<file path="src/rtl/mem_arb_pkg.sv">
// Shared state encodings and default widths for the two-requester memory arbiter.
package mem_arb_pkg;

    localparam int unsigned DefAddrW = 32;
    localparam int unsigned DefLineW = 256;

    typedef enum logic [1:0] {
        StIdle = 2'd0,
        StOwn0 = 2'd1,
        StOwn1 = 2'd2
    } arb_state_e;

endpackage

</file>
<file path="src/rtl/mem_arbiter.sv">
// Arbitrates one data memory between icache (m0) and dcache (m1), holding ownership while enabled.
// Define ARB_RR_EN for round-robin tie-breaking; otherwise m1 wins every tie.
module mem_arbiter
    import mem_arb_pkg::*;
#(
    parameter int unsigned ADDR_W = DefAddrW,
    parameter int unsigned LINE_W = DefLineW
) (
    input  logic              clk_i,
    input  logic              rst_i,

    input  logic [LINE_W-1:0] m0_data_i,
    input  logic [ADDR_W-1:0] m0_addr_i,
    input  logic              m0_enable_i,
    input  logic              m0_write_i,
    output logic [LINE_W-1:0] m0_data_o,
    output logic              m0_ack_o,

    input  logic [LINE_W-1:0] m1_data_i,
    input  logic [ADDR_W-1:0] m1_addr_i,
    input  logic              m1_enable_i,
    input  logic              m1_write_i,
    output logic [LINE_W-1:0] m1_data_o,
    output logic              m1_ack_o,

    output logic [LINE_W-1:0] mem_data_o,
    output logic [ADDR_W-1:0] mem_addr_o,
    output logic              mem_enable_o,
    output logic              mem_write_o,
    input  logic [LINE_W-1:0] mem_data_i,
    input  logic              mem_ack_i,

    output logic [1:0]        grant_o
);

    arb_state_e state_q;
    logic [1:0] grant_q;
    logic       pick0;
    logic       pick1;

`ifdef ARB_RR_EN
    // 1 when m1 was the most recent owner, so m0 wins the first tie out of reset.
    logic last_q;

    always_comb begin
        pick0 = m0_enable_i & (~m1_enable_i | last_q);
        pick1 = m1_enable_i & ~pick0;
    end

    always_ff @(posedge clk_i or negedge rst_i) begin
        if (!rst_i) begin
            last_q <= 1'b1;
        end else if (state_q == StIdle && (pick0 || pick1)) begin
            last_q <= pick1;
        end
    end
`else
    always_comb begin
        pick1 = m1_enable_i;
        pick0 = m0_enable_i & ~m1_enable_i;
    end
`endif

    // Owners always return through StIdle, leaving one idle cycle between grants.
    always_ff @(posedge clk_i or negedge rst_i) begin
        if (!rst_i) begin
            state_q <= StIdle;
            grant_q <= 2'b00;
        end else begin
            case (state_q)
                StIdle: begin
                    if (pick0) begin
                        state_q <= StOwn0;
                        grant_q <= 2'b01;
                    end else if (pick1) begin
                        state_q <= StOwn1;
                        grant_q <= 2'b10;
                    end
                end
                StOwn0: begin
                    if (!m0_enable_i) begin
                        state_q <= StIdle;
                        grant_q <= 2'b00;
                    end
                end
                StOwn1: begin
                    if (!m1_enable_i) begin
                        state_q <= StIdle;
                        grant_q <= 2'b00;
                    end
                end
                default: begin
                    state_q <= StIdle;
                    grant_q <= 2'b00;
                end
            endcase
        end
    end

    always_comb begin
        mem_data_o   = '0;
        mem_addr_o   = '0;
        mem_enable_o = 1'b0;
        mem_write_o  = 1'b0;
        case (state_q)
            StOwn0: begin
                mem_data_o   = m0_data_i;
                mem_addr_o   = m0_addr_i;
                mem_enable_o = m0_enable_i;
                mem_write_o  = m0_write_i;
            end
            StOwn1: begin
                mem_data_o   = m1_data_i;
                mem_addr_o   = m1_addr_i;
                mem_enable_o = m1_enable_i;
                mem_write_o  = m1_write_i;
            end
            default: ;
        endcase
    end

    assign m0_ack_o  = mem_ack_i & (state_q == StOwn0);
    assign m1_ack_o  = mem_ack_i & (state_q == StOwn1);
    assign m0_data_o = mem_data_i;
    assign m1_data_o = mem_data_i;
    assign grant_o   = grant_q;

endmodule
</file>
<file path="config.mk">
export PLATFORM = sky130hd
export DESIGN_NAME = mem_arbiter
export DESIGN_NICKNAME = d
export VERILOG_FILES = /design/src/rtl/mem_arb_pkg.sv /design/src/rtl/mem_arbiter.sv
export SDC_FILE = /design/constraint.sdc
export NUM_CORES = 1
export LEC_CHECK = 0
export CAP_MARGIN = 5
export CORE_AREA = 2 2 642 644
export DETAILED_ROUTE_END_ITERATION = 7
export DIE_AREA = 0 0 644 646
export GPL_ROUTABILITY_DRIVEN = 1
export PLACE_DENSITY = 0.3
export SYNTH_ARGS = -nofsm -noshare
export SYNTH_HDL_FRONTEND = slang
export SYNTH_SLANG_ARGS = --single-unit
</file>
<file path="constraint.sdc">
create_clock -name clk_i -period 2.8 [get_ports clk_i]
set_clock_uncertainty 0.2 [all_clocks]
set_input_delay 0.56 -clock clk_i [delete_from_list [all_inputs] [get_ports clk_i]]
set_output_delay 0.56 -clock clk_i [all_outputs]
set_load 0.005 [all_outputs]
</file>
== Yosys cells after proc, flatten, opt, wreduce, memory -nomap -nowiden ==
Cells that the tools add are included.
Word-level totals
  output and inout bits: 806
  register bits: 2
  input port bits: 839
  logic and storage cells: 21
Operators by class
  eq/ne operators: 5
  reduce and logical (&&, ||, !) cells: 2
  muxes and demuxes: 9
  bitwise gates (word level): 4
Operator list (count)
  $pmux 256 s2: 1
  $pmux 32 s2: 1
  $mux 2: 4
  $pmux 2 s3: 1
  $ne 2x2->1 const B: 2
  $pmux 1 s2: 2
  $and 1x1->1: 3
  $ne 3x3->1 const B: 1
  $reduce_and 3->1: 1
  $eq 2x1->1 const B: 1
  $eq 2x2->1 const B: 1
  $logic_not 2->1: 1
  $not 1->1: 1

== Depth between registers and ports, before layout ==
Gate-level depths: netlist of run 1.
  depth in word-level cells: 4
  gate-level depth with buffers: 6
  depth with buffers taken out: 5

== Worst setup path after synthesis of run 1 ==
Ideal clock, no wire load.
  kind: register to output
  start point: register grant_o[1] (netlist name)
  end point: output port mem_addr_o[0]
  cell stages (with the launch flop): 7
  required time: 2.040 ns
  path slack: 0.621 ns
  arrival: 1.419 ns
  path buffers: 3
  cell sequence: dfrtp_1 -> inv_1 -> ha_1 -> buf_2 -> buf_4 -> clkbuf_1 -> nor2b_1
RTL lines
  to (decl): line mem_arbiter.sv:27  | output logic [ADDR_W-1:0] mem_addr_o,

==> out/summary.txt, run 1 <==
status - finished with violations
failing checks - negative setup slack
crit path DAT - 2370 ps
routed vias/inst - 1.85
P_int - 12.4 mW
max cap viols - 0
worst endpoint required time - 2040 ps
cell area after layout - 26,900 µm²
DR WL/cell - 40.1 µm
area delta synth->final - 219%
CTS Hold Bufs - 0
CTS tree - yes
Slew headroom - 48.2%
Mapped Area - 8420 µm²
initial core utilization - 2.06%
endpoint class of the critical path - output pin
largest net degree at the start of global routing - 48
all-layer global routing usage - 12.7%
share of layout cells above drive strength 1 - 45.1%
Setup-failing EPs final - 115
Syn Inst Count - 1,205
Seq cells post-synth - 2
final hold violations - 0
Max Transition Viols Final - 0
ANT nets after route - 0
Num CTS Buffers - 3
fin crit period - 3130 ps
share of power burned in registers - 0.2%
RSZ-0062 raised after global routing - yes
vias in the first global route - 12,100
grt total ovfl - 0
sw frac - 48.2%
Pre-Repair DR Iteration Count - 5
synth unique cells - 14
register area share after synthesis - 0.594%
fraction of power consumed by the clock network - 0.9%
boundary pin count - 1,645
worst r2r dst - grant_o[1]
die area - 416,000 µm²
most frequent cells in the layout - clkdlybuf4s50_1, buf_12, a22oi_1
Cell Rows - 235
CP Max Fanout - 6
Net Sw Power - 11.5 mW
drt initial violations - 945
GPL Wtd Cong - 0.885
Die Span X - 644 µm
worst skew pair latency - 220 ps
hpwl dp - 260 mm
Hold Crit Class - primary input to async pin
Least-Margin Pin Slew - 776 ps
Critical Path Start Type - register
clock root cell - clkbuf_16
setup slack, reg-to-reg - 780 ps
maximum clock path buffer count - 2
max reg flops - 2
Synth area leader - buf_4
via count - 13,200
power after layout - 23.9 mW
Syn Nets - 2,047
core footprint - 409,000 µm²
drc violations - 0
initial antenna violation count - 234
first-pass GRT wire length - 306 mm
PD cells - 888 nW/µm²
final worst slack - -330 ps
f_max - 319 MHz
CTS clk-pin slew, worst paths - 30 ps
Leak - 8.49 nW
Clock Sinks - 2
Hold WS - 335 ps
Nets - 2,524
Port Buffers - 876
overall die height - 646 µm
Comb power frac - 98.9%
Fill cells - 48,000
Synth area leaders - buf_4, a22oi_1, nor2b_1, buf_2, clkbuf_1
crit path kind - register to output pin
Routed WL - 287 mm
maximum VDD drop - 0.000455 V
r2r startpoint - grant_o[1]
commonest non-fill, non-tap cell in the layout - clkdlybuf4s50_1
R2R cell count - 7
H-Tree Level Count - 1
Syn Area/Cell - 6.99 µm²
Core Util, Final - 6.58%
top-area cell type share of the netlist area - 45.7%
synthesis warning total - 0
placed cell areas - 22,600 µm²
final worst path period share - 112%
==> routing by layer <==
metal / GRT usage (%) / vias to the layer above / wire length (µm)
met5: 0.624 / - / 1400
met2: 21.3 / 2024 / 133000
met3: 13.8 / 642 / 65600
met1: 9.75 / 5818 / 76500
li1: - / 4610 / -
met4: 3.31 / 132 / 10800
==> final cells by class <==
type | count | area [µm²] | area share [%]
Sequential cell | 2 | 50.0 | 0.186
Tap cell | 5451 | 6820 | 25.4
Inverter | 5 | 18.8 | 0.0698
Timing Repair Buffer | 1080 | 14000 | 52.1
Multi-Input combinational cell | 590 | 5850 | 21.8
Antenna cell | 25 | 62.6 | 0.233
Clock buffer | 3 | 75.1 | 0.279
==> power by group through the flow <==
| stage | Sequential [mW] | Combinational, mW | Clock [mW] |
|---|---|---|---|
| after floorplan | 0.0558 | 4.99 | 0 |
| after global placement | 0.0513 | 16.3 | 0 |
| after detailed placement | 0.0502 | 16.2 | 0 |
| after CTS | 0.0512 | 19.6 | 0.217 |
| after global routing | 0.0554 | 24.8 | 0.221 |
| final | 0.0546 | 23.6 | 0.215 |
==> logic make-up after synthesis <==
group	share of synthesized area, %
buffers and inverters	51.0
AOI/OAI and AO/OA	26.2
and+or+nand+nor	21.7
adders and majority gates	0.446
DFF	0.594
==> critical path, stage by stage, from the launching register on <==
cell       delay [ps]
dfrtp_1           400
buf_6             140
ha_4              210
buf_16            170
buf_12            150
clkbuf_16         160
a22oi_2           580
nor2b_2           130
buf_12            160
==> cell usage after synthesis <==
cell type	count
buf_4	513
dfrtp_1	2
nand2_1	1
inv_1	5
nor2b_1	289
and2_1	3
a32o_1	2
a22oi_1	289
clkbuf_1	39
a22o_1	1
buf_1	2
ha_1	3
buf_2	54
o21ai_0	2
==> what timing repair did <==
action / 4_1_cts / 5_1_grt
setup endpoints to repair: 276 / 265
setup buffers: 18 / 61
gates cloned: 15 / 36
pin swaps: 11 / 18
resized for setup: 245 / 458
==> through the flow <==
stage               setup WS, ps  setup TNS (ps)  cells
global route                -284          -20470   7136
global placement            -630          -21240   7007
CTS                         -330          -33860   7043
floorplan                    621               0   1205
detailed placement          -585          -14800   7007
finish                      -330          -10280   7156
==> worst max path at each step <==
stage | start | to | slack [ps]
finish | grant_o[0] | mem_data_o[159] | -330
global route | grant_o[0] | mem_data_o[159] | -280
CTS | grant_o[0] | mem_data_o[163] | -330
detailed placement | grant_o[0] | mem_data_o[163] | -590
global placement | grant_o[0] | mem_data_o[163] | -630
floorplan | grant_o[1] | mem_addr_o[0] | 620
(Power assumes the default switching activity.)
==> run 2, diff against run 1 <==
--- a/config.mk
+++ b/config.mk
@@ -11,6 +11,7 @@
 export DIE_AREA = 0 0 644 646
 export GPL_ROUTABILITY_DRIVEN = 1
 export PLACE_DENSITY = 0.3
+export SLEW_MARGIN = 40
 export SYNTH_ARGS = -nofsm -noshare
 export SYNTH_HDL_FRONTEND = slang
 export SYNTH_SLANG_ARGS = --single-unit
==> run 2 against run 1 <==
Net effect: highest routed layer unchanged; the flow still finishes with violations (negative setup slack); sequential cell count did not move; worst hold slack barely moved; first-iteration DRC count fell by 0.42%.
==> out/summary.txt, run 2 (synthesized netlist as in run 1, its figures left out) <==
GPL Wtd Cong - 0.885
initial antenna violation count - 230
sw frac - 47.7%
Setup-failing EPs final - 174
final worst slack - -234 ps
boundary pin count - 1,645
maximum clock path buffer count - 2
Crit path max-delay family - buffers and inverters
die area - 416,000 µm²
fraction of power consumed by the clock network - 0.8%
max cap viols - 0
CP Max Fanout - 6
final worst path period share - 108%
CTS Hold Bufs - 0
Leak - 8.36 nW
Num CTS Buffers - 3
Max Transition Viols Final - 0
maximum VDD drop - 0.000552 V
commonest non-fill, non-tap cell in the layout - clkdlybuf4s50_1
largest net degree at the start of global routing - 65
met3 Usage GRT - 14.2%
total negative slack - -14,560 ps
CP bufs+invs - 6
initial core utilization - 2.06%
Pre-Repair DR Iteration Count - 5
first-pass GRT wire length - 309 mm
f_max - 330 MHz
worst skew pair latency - 220 ps
drc violations - 0
Crit path top cell by count - buf_12
crit path DAT - 2270 ps
failing checks - negative setup slack
Least-Margin Pin Slew - 666 ps
share of layout cells above drive strength 1 - 50.2%
max reg flops - 2
Clock Sinks - 2
area delta synth->final - 228%
Port Buffers - 876
Critical Path Start Type - register
P_int - 13.3 mW
multi-input logic area - 6200 µm²
drt initial violations - 941
Critical-path top delay cell - a22oi_2
crit path kind - register to output pin
Most Crowded Layer GR - met2
routed vias/inst - 1.87
CTS tree - yes
CTS clk-pin slew, worst paths - 30 ps
Nets - 2,567
most frequent cells in the layout - clkdlybuf4s50_1, buf_12, a22oi_2
GR Layer Usage met2 - 21.7%
Reg area - 50.0 µm²
M1 GR Usage - 9.73%
fin crit period - 3030 ps
core footprint - 409,000 µm²
grt total ovfl - 0
DR WL/cell - 40.0 µm
Net Sw Power - 12.2 mW
endpoint class of the critical path - output pin
status - finished with violations
final hold violations - 0
ANT nets after route - 0
clock root cell - clkbuf_16
Slew headroom - 55.6%
hpwl dp - 260 mm
CP cell instances - buf_6 > ha_4 > buf_12 > buf_16 > buf_12 > buf_16 > a22oi_2 > nor2b_2 > buf_12
all-layer global routing usage - 12.9%
vias in the first global route - 12,400
Die Span X - 644 µm
PD cells - 923 nW/µm²
overall die height - 646 µm
Fill cells - 47,900
Core Util, Final - 6.76%
Hold Crit Class - primary input to async pin
RSZ-0062 raised after global routing - yes
worst endpoint required time - 2040 ps
Cell Rows - 235
Slowest Stage Delay on Critical Path - 430 ps
share of power burned in registers - 0.2%
Comb power frac - 99.0%
H-Tree Level Count - 1
via count - 13,400
Routed WL - 288 mm
[run 2: cell types whose count changed in the layout (fill, tap and decap cells not counted), sizes merged]
cell	delta
clkbuf	+23
dlymetal6s2s	-36
clkdlybuf4s50	-3
dlygate4sd2	+3
diode	-4
clkdlybuf4s15	+1
buf	+53
bufbuf	+2
[run 2: worst paths after layout]
path / from / endpoint / slack [ps] / cells past startpoint
worst max-delay path: grant_o[1] / mem_data_o[160] / -230 / 9
min in group clk_i: grant_o[0] / grant_o[0] / 560 / 3
max in group asynchronous: rst_i / grant_o[0] / 1930 / 1
worst min-delay path: rst_i / grant_o[1] / 340 / 1
worst min register to register: grant_o[0] / grant_o[0] / 560 / 3
worst max register to register: grant_o[1] / grant_o[1] / 750 / 10
[run 2: routing by layer]
metal  vias up  wire [µm]
li1       4686          -
met4       150      10400
met3       671      66500
met5         -       1200
met2      2047     134000
met1      5881      76100
[run 2: per-stage QoR]
step | setup slack, ps | hold slack, ps | cells | total power [mW] | area [µm²]
detailed placement | -416 | 452 | 7020 | 16.4 | 22700
finish | -234 | 335 | 7195 | 25.5 | 27600
CTS | -284 | 328 | 7085 | 21.1 | 25100
global placement | -630 | 444 | 7007 | 16.4 | 22600
global route | -281 | 330 | 7182 | 26.6 | 27600
floorplan | 621 | 64.4 | 1205 | 5.05 | 8420
[run 2: power groups by stage]
stage          Combinational, mW  Clock (mW)  Sequential (mW)
4_1_cts                     20.9       0.215           0.0547
6_report                    25.2       0.211           0.0543
3_5_place_dp                16.4           0           0.0504
2_1_floorplan               4.99           0           0.0558
5_1_grt                     26.4       0.218           0.0569
3_3_place_gp                16.3           0           0.0513
[run 2: worst register-to-register path: stages (launching register included)]
cell,delay [ps]
dfrtp_1,390
buf_6,130
ha_4,190
buf_6,150
buf_12,120
buf_16,130
buf_4,130
inv_1,60
o21ai_1,70
buf_4,140
a22o_1,220
[run 2: timing repair]
item / in CTS / in global routing
pin swaps: 11 / 24
endpoints found under the setup margin: 279 / 272
resized for setup: 414 / 489
setup buffers: 33 / 72
gates cloned: 29 / 28
[run 2: area by class of cell]
type | instances | area share [%]
Antenna cell | 21 | 0.190
Clock buffer | 3 | 0.272
Inverter | 5 | 0.0679
Multi-Input combinational cell | 590 | 22.4
Sequential cell | 2 | 0.181
Tap cell | 5451 | 24.7
Timing Repair Buffer | 1123 | 52.2
